## config.mk

```make
export PLATFORM = sky130hd
export DESIGN_NAME = match_controller
export DESIGN_NICKNAME = d
export VERILOG_FILES = /design/src/rtl/pong_pkg.sv /design/src/rtl/serve_timer.sv /design/src/rtl/match_controller.sv
export SDC_FILE = /design/constraint.sdc
export NUM_CORES = 1
export LEC_CHECK = 0
export CAP_MARGIN = 20
export CORE_MARGIN = 4
export CORE_UTILIZATION = 46
export DETAILED_ROUTE_END_ITERATION = 10
export GPL_TIMING_DRIVEN = 0
export MAX_ROUTING_LAYER = met4
export PLACE_DENSITY = 0.78
export SYNTH_ARGS = -nofsm -noshare
export SYNTH_HDL_FRONTEND = slang
export SYNTH_SLANG_ARGS = --single-unit
```

## constraint.sdc

```tcl
create_clock -name clk -period 1.55 [get_ports clk]
set_input_delay 0.31 -clock clk [delete_from_list [all_inputs] [get_ports clk]]
set_output_delay 0.31 -clock clk [all_outputs]
set_load 0.05 [all_outputs]
```

## src/rtl/pong_pkg.sv

```systemverilog
// Shared types and constants for the pong game-flow logic.
package pong_pkg;

    typedef enum logic [2:0] {
        IDLE,
        SERVE_WAIT,
        PLAY,
        POINT,
        GAME_OVER
    } match_state_t;

    localparam logic DIR_LEFT  = 1'b0;
    localparam logic DIR_RIGHT = 1'b1;
    localparam logic P1        = 1'b0;
    localparam logic P2        = 1'b1;

    localparam int DEFAULT_WIN_SCORE   = 7;
    localparam int DEFAULT_SERVE_DELAY = 60;

endpackage

```

## src/rtl/serve_timer.sv

```systemverilog
// Counts frame ticks while enabled; done pulses on the tick that completes the delay.
module serve_timer
    import pong_pkg::*;
#(
    parameter int SERVE_DELAY = DEFAULT_SERVE_DELAY
) (
    input  logic clk,
    input  logic rst,
    input  logic clear_i,
    input  logic tick_i,
    output logic done_o
);

    localparam int CW = (SERVE_DELAY > 1) ? $clog2(SERVE_DELAY) : 1;
    localparam logic [CW-1:0] LAST = CW'(SERVE_DELAY - 1);

    logic [CW-1:0] cnt_q;
    logic [CW-1:0] cnt_d;

    always_comb begin
        cnt_d = cnt_q;
        if (clear_i) begin
            cnt_d = '0;
        end else if (tick_i) begin
            cnt_d = cnt_q + CW'(1);
        end
    end

    always_ff @(posedge clk or posedge rst) begin
        if (rst) begin
            cnt_q <= '0;
        end else begin
            cnt_q <= cnt_d;
        end
    end

    assign done_o = !clear_i && tick_i && (cnt_q == LAST);

endmodule

```

## src/rtl/match_controller.sv

```systemverilog
// Match sequencing for pong: serve delay, rally tracking, scoring and game over.
module match_controller
    import pong_pkg::*;
#(
    parameter int SCORE_WIDTH = 4,
    parameter int WIN_SCORE   = DEFAULT_WIN_SCORE,
    parameter int SERVE_DELAY = DEFAULT_SERVE_DELAY,
    parameter int RALLY_WIDTH = 8
) (
    input  logic                   clk,
    input  logic                   rst,
    input  logic                   frame_tick,
    input  logic                   start,
    input  logic                   goal_left,
    input  logic                   goal_right,
    input  logic                   paddle_hit,
    output logic                   ball_reset,
    output logic                   ball_enable,
    output logic                   serve_dir,
    output logic [SCORE_WIDTH-1:0] score1,
    output logic [SCORE_WIDTH-1:0] score2,
    output logic [RALLY_WIDTH-1:0] rally_count,
    output logic                   game_over,
    output logic                   winner
);

    localparam logic [SCORE_WIDTH-1:0] WIN       = SCORE_WIDTH'(WIN_SCORE);
    localparam logic [RALLY_WIDTH-1:0] RALLY_MAX = {RALLY_WIDTH{1'b1}};

    match_state_t           state_q, state_d;
    logic [SCORE_WIDTH-1:0] score1_q, score1_d;
    logic [SCORE_WIDTH-1:0] score2_q, score2_d;
    logic [RALLY_WIDTH-1:0] rally_q, rally_d;
    logic                   serve_dir_q, serve_dir_d;
    logic                   winner_q, winner_d;
    logic                   scorer_q, scorer_d;
    logic                   timer_clear;
    logic                   serve_done;
    logic [SCORE_WIDTH-1:0] scorer_score;

    serve_timer #(
        .SERVE_DELAY(SERVE_DELAY)
    ) u_serve_timer (
        .clk    (clk),
        .rst    (rst),
        .clear_i(timer_clear),
        .tick_i (frame_tick),
        .done_o (serve_done)
    );

    // Holding the timer clear outside SERVE_WAIT means every entry starts from zero.
    assign timer_clear  = (state_q != SERVE_WAIT);
    assign scorer_score = (scorer_q == P2) ? score2_q : score1_q;

    always_comb begin
        state_d     = state_q;
        score1_d    = score1_q;
        score2_d    = score2_q;
        rally_d     = rally_q;
        serve_dir_d = serve_dir_q;
        winner_d    = winner_q;
        scorer_d    = scorer_q;
        case (state_q)
            IDLE, GAME_OVER: begin
                if (start) begin
                    state_d     = SERVE_WAIT;
                    score1_d    = '0;
                    score2_d    = '0;
                    rally_d     = '0;
                    serve_dir_d = DIR_RIGHT;
                    winner_d    = P1;
                end
            end
            SERVE_WAIT: begin
                if (serve_done) begin
                    state_d = PLAY;
                end
            end
            PLAY: begin
                if (goal_left) begin
                    score2_d = score2_q + SCORE_WIDTH'(1);
                    scorer_d = P2;
                    state_d  = POINT;
                end else if (goal_right) begin
                    score1_d = score1_q + SCORE_WIDTH'(1);
                    scorer_d = P1;
                    state_d  = POINT;
                end else if (paddle_hit && (rally_q != RALLY_MAX)) begin
                    rally_d = rally_q + RALLY_WIDTH'(1);
                end
            end
            POINT: begin
                if (scorer_score == WIN) begin
                    state_d  = GAME_OVER;
                    winner_d = scorer_q;
                end else begin
                    // The player who lost the point receives the next serve.
                    state_d     = SERVE_WAIT;
                    serve_dir_d = (scorer_q == P2) ? DIR_LEFT : DIR_RIGHT;
                    rally_d     = '0;
                end
            end
            default: state_d = IDLE;
        endcase
    end

    always_ff @(posedge clk or posedge rst) begin
        if (rst) begin
            state_q     <= IDLE;
            score1_q    <= '0;
            score2_q    <= '0;
            rally_q     <= '0;
            serve_dir_q <= DIR_RIGHT;
            winner_q    <= P1;
            scorer_q    <= P1;
        end else begin
            state_q     <= state_d;
            score1_q    <= score1_d;
            score2_q    <= score2_d;
            rally_q     <= rally_d;
            serve_dir_q <= serve_dir_d;
            winner_q    <= winner_d;
            scorer_q    <= scorer_d;
        end
    end

    assign ball_reset  = (state_q != PLAY);
    assign ball_enable = (state_q == PLAY);
    assign game_over   = (state_q == GAME_OVER);
    assign serve_dir   = serve_dir_q;
    assign score1      = score1_q;
    assign score2      = score2_q;
    assign rally_count = rally_q;
    assign winner      = winner_q;

endmodule

```

# --- After elaboration in Yosys (flattened, before gate mapping) ---
# Cells that the tools add are included.
# Widths: inputs -> output; s select.
totals:
  register_bits: 28
  word_cells: 79
op_classes:
  add_sub_neg: 4
  n_eq_ne: 19
  mux: 30
  reduce_logical: 18
ops:
  columns: ["operator", "n"]
  rows:
  - ["$mux 8", 5]
  - ["$pmux 8 s3", 1]
  - ["$mux 4", 5]
  - ["$ne 2x2->1 const B", 8]
  - ["$pmux 4 s2", 2]
  - ["$mux 3", 5]
  - ["$mux 6", 2]
  - ["$pmux 3 s4", 1]
  - ["$reduce_and 3->1", 4]
  - ["$add 4x1->4 const B", 2]
  - ["$add 8x1->8 const B", 1]
  - ["$ne 8x8->1 const B", 1]
  - ["$reduce_bool 2->1", 4]
  - ["$mux 1", 7]
  - ["$add 6x1->6 const B", 1]
  - ["$eq 3x2->1 const B", 2]
  - ["$eq 6x6->1 const B", 1]
  - ["$reduce_and 6->1", 1]
  - ["$eq 4x3->1 const B", 1]
  - ["$pmux 1 s2", 2]
  - ["$reduce_and 4->1", 1]
  - ["$eq 3x1->1 const B", 1]
  - ["$eq 3x3->1 const B", 1]
  - ["$logic_and 1x1->1", 3]
  - ["9 further kinds", 9]

# --- Longest topological paths before layout ---
logic_depth:
  word_depth: 6
  depth_mapped: 5

# --- Modules after synthesis ---
# A second synthesis with hierarchy kept.
unflattened:
  hier_cells: 181
  hier_area_um2: 1637.8
by_module_without_submodules:
  columns: ["mod", "n_inst", "cells_each", "area_each_um2", "seq_area_each_um2"]
  rows:
  - ["match_controller", 1, 152, 1345.0, 551.8]
  - ["serve_timer", 1, 29, 292.8, 150.1]

# --- Worst setup path after synthesis ---
# No wires, ideal clock.
synth_timing:
  path_type: "flip-flop to flip-flop"
  start: "register rally_q[5], in the netlist rally_count[5]"
  end: "register rally_q[7], in the netlist rally_count[7]"
  arrival_ps: 1695
  t_required_ps: 1395
  path_slack_ps: -301
  path_stages_with_launch: 5
  synth_period_minus_slack_ps: 1851
  cell_sequence: "dfrtp_1 -> and4_1 -> clkbuf_1 -> a2111oi_0 -> o221ai_1"
synth_via:
  elab_chain_cells: 5
synth_lines:
  columns: ["item", "line_no", "rtl"]
  rows:
  - ["start: declaration", "match_controller.sv:33", "logic [RALLY_WIDTH-1:0] rally_q, rally_d;"]
  - ["start signal: assignment", "match_controller.sv:120", "rally_q <= rally_d;"]
  - ["$add 8x1->8", "match_controller.sv:89", "rally_d = rally_q + RALLY_WIDTH'(1);"]
  - ["$mux 8", "match_controller.sv:88", "end else if (paddle_hit && (rally_q != RALLY_MAX)) begin"]
  - ["$mux 8", "match_controller.sv:84", "end else if (goal_right) begin"]
  - ["$mux 8", "match_controller.sv:80", "if (goal_left) begin"]
  - ["$pmux 8 s3", "match_controller.sv:63", "case (state_q)"]
# Parallel ways exist; a longest one is shown, timed or not. The select of a mux whose other input is x is not followed.
# A chain may end at the register's enable or synchronous reset.

# --- Worst setup path in the final report ---
layout_timing:
  start: "register state_q[0]"
  end: "output port ball_reset"
layout_via:
  elab_chain_cells: 1
layout_lines:
  columns: ["item", "line_no", "rtl"]
  rows:
  - ["start: declaration", "match_controller.sv:30", "match_state_t state_q, state_d;"]
  - ["start signal: assignment", "match_controller.sv:117", "state_q <= state_d;"]
  - ["$ne 3x2->1", "match_controller.sv:127", "assign ball_reset = (state_q != PLAY);"]
  - ["end: declaration", "match_controller.sv:17", "output logic ball_reset,"]
# No other way between the ends.

==> flow_metrics.tcl <==
set metrics [dict create \
    status "finished with violations" \
    violations "negative setup slack" \
    power_density_mw_per_mm2 724 \
    worstMarginPinSlew_ns 0.368 \
    cts_sinks 28 \
    yosys-top-cells-count "dfrtp_1 (27), nand2_1 (16), nor2_1 (15)" \
    synth.top_cell.area_share_pct 44.0 \
    cts_tree "yes" \
    n_fill_cell 232 \
    period_share_pct 116 \
    synth-edff-count 0 \
    yosysMostFrequentCell "dfrtp_1" \
    wl_per_cell_um 15.6 \
    syn_area_mm2 0.00154 \
    yosysSeqAreaShare_pct 45.7 \
    drt-vias-per-instance 5.82 \
    min_period_ns 1.80 \
    synthXorXnorAreaFrac_pct 3.99 \
    route.detailed.drc 0 \
    die_w_um 65.8 \
    grt_max_degree 29 \
    synth_compound_area_share_pct 18.8 \
    drv_cap 0 \
    grt_pass1_vias 1477 \
    cts_max_level 1 \
    critPathArrivalTime_ns 1.49 \
    cts_buffers 3 \
    place_congestion 0.790 \
    synth_area_leaders "dfrtp_1 (44%), nand2_1 (3.9%), nor2_1 (3.7%)" \
    irDropWorstVdd_v 0.000536 \
    synth-seq-cells 28 \
    clk_pin_slew_ns 0.16 \
    syn-instance-count 162 \
    area_growth_pct 43.4 \
    cp-start-kind "flip-flop" \
    synth-adder-area-share_pct 3.26 \
    synth_fp_nets 173 \
    rows 20 \
    dp_hpwl_mm 2.64 \
    ys_types 47 \
    antenna_found_initial 0 \
    final-max-slew-violation-count 0 \
    skew_ns 0.00236 \
    place_inst 233 \
    ctsLongestPathBuffers 2 \
    slowest_delay_ns 0.43 \
    dieArea_mm2 0.00433 \
    grt_usage_pct 19.7 \
    total_leakage_power_nw 0.922 \
    synth-simple-area-share_pct 21.1 \
    end_kind "primary output" \
    drt-pass1-iter-count 4 \
    muxShareOfSynthArea_pct 2.61 \
    synth_top_family_by_area "simple AND/OR/NAND/NOR gates" \
    grt_pass1_wl_mm 6.56 \
    yosys_warnings 0 \
    finalSetupViolCount 15 \
    nNetsFinal 217 \
    fin_setup_tns_ns -2.19 \
    multi_input_area_um2 902 \
    die-height_um 65.8 \
    setup_slack_ns -0.251 \
    slew_headroom_pct 75.5 \
    grt_overflow 0 \
    path_cells "or3b_4 -> buf_6 -> buf_8" \
    routed_wl_mm 3.88 \
    core_area_mm2 0.00313 \
    syn_area_per_cell_um2 9.48 \
    antenna_cells 0 \
    insertion_delay_ns 0.34 \
    register_area_um2 714 \
    ios 28 \
    crit_path_top_delay_cell "dfrtp_1" \
    start_util_pct 49.1 \
    hold_class "in -> async" \
    dr_total_vias 1449 \
    drt_iter0_drc 53 \
    yosys.area.top_type "dfrtp_1" \
    finalNonFillerCells 249 \
    cts_root_buffer "clkbuf_4" \
    crit_required_ns 1.24 \
    synthArstFlopShare_pct 100 \
    clock.fmax_mhz 555 \
    rsz0062_at_grt "true" \
    ys.flop_type "dfrtp_1" \
    drive_above_1_share_pct 37.1 \
    port_buffers 27 \
    worst-path-max-fanout 4 \
    ant_nets 0 \
    hold_viol 0 \
    pre_cts_slack_ns -0.881 \
    path_class "reg -> out" \
    hold_buffers 0 \
]
-- routing by layer --
layer  wire (um)  up-vias  global-route usage, %
met1        1640      727                   22.3
met2        2040       38                   35.3
met4          46        0                   5.18
met5           0        -                      -
met3         159        6                   3.91
li1            -      678                      -
-- repair_timing --
action                     4_1_cts  5_1_grt
setup endpoints to repair       35       21
setup buffers                    9        2
pin swaps                        7        9
gates resized for setup         92       19
-- power breakdown --
group	total (mW)	internal (mW)	leakage [nW]	switching, mW
sequential	0.867	0.802	0.357	0.0655
combinational	0.353	0.149	0.543	0.204
clock	0.374	0.144	0.0210	0.230
total	1.59	1.10	0.922	0.499
-- stage by stage --
stage,cell area (um^2),power [mW],hold WS [ns],utilization [%]
4_1_cts,2110,1.58,0.522,67.5
5_1_grt,2200,1.68,0.159,70.4
3_5_place_dp,1920,1.19,0.495,61.3
6_report,2200,1.59,0.160,70.4
2_1_floorplan,1590,1.08,0.374,-
3_3_place_gp,1920,1.17,0.489,61.3
-- kinds of logic (layout without fill, tap and decap cells) --
logic type	count (synthesis)	in the layout
AND/OR/NAND/NOR	62	62
flip-flops	28	28
AO/OA/AOI/OAI	42	42
XOR/XNOR	7	7
adder cells (fa/ha/maj)	4	4
buffers and inverters	15	58
multiplexers	4	4
-- cell usage in the layout, fill, tap and decap left out, drive strengths merged, types with 3 or more instances in the layout --
cell / netlist / final
dfrtp: 27 / 27
buf: 1 / 20
nand2: 17 / 17
nor2: 15 / 15
clkdlybuf4s15: 0 / 13
inv: 12 / 12
o21ai: 10 / 10
nand3: 9 / 9
a21oi: 8 / 8
clkdlybuf4s50: 0 / 6
clkbuf: 2 / 6
xor2: 5 / 5
mux2i: 4 / 4
nand4: 4 / 4
ha: 4 / 4
o22a: 3 / 3
and2: 3 / 3
or3: 3 / 3
-- layout make-up --
class,count,share of cell area (%)
repair buffers,39,18.5
multi-input cells,119,41.0
well taps,44,2.50
flip-flops and latches,28,32.4
clock buffers,4,1.65
inverters,12,2.27
plain buffers,3,1.65
-- state kept, by name, indices dropped and copies added (netlist names) --
register / count
scorer_q: 1
serve_dir: 1
u_serve_timer.cnt_q: 6
rally_count: 8
winner: 1
score2: 4
score1: 4
state_q: 3
-- critical path: cells and delay by family, from the launching register on --
family / cells / cell delay [ns]
and+or+nand+nor: 1 / 0.42
DFF: 1 / 0.43
buffers and inverters: 2 / 0.30
-- worst paths after layout --
path                                   startpoint                                  to  slack (ns)  depth (start not counted)
max                        state_q[0]$_DFFE_PP0P_                          ball_reset       -0.25                          3
min                                           rst  u_serve_timer.cnt_q[3]$_DFFE_PP0P_        0.16                          2
max reg2reg                state_q[0]$_DFFE_PP0P_          rally_count[6]$_DFFE_PP0P_       -0.21                          6
min reg2reg                 score1[0]$_DFFE_PP0P_               score1[0]$_DFFE_PP0P_        0.52                          1
max in group asynchronous                     rst               serve_dir$_DFFE_PP1P_        0.92                          3
min in group clk            score1[0]$_DFFE_PP0P_               score1[0]$_DFFE_PP0P_        0.52                          1
(Power assumes the default switching activity.)
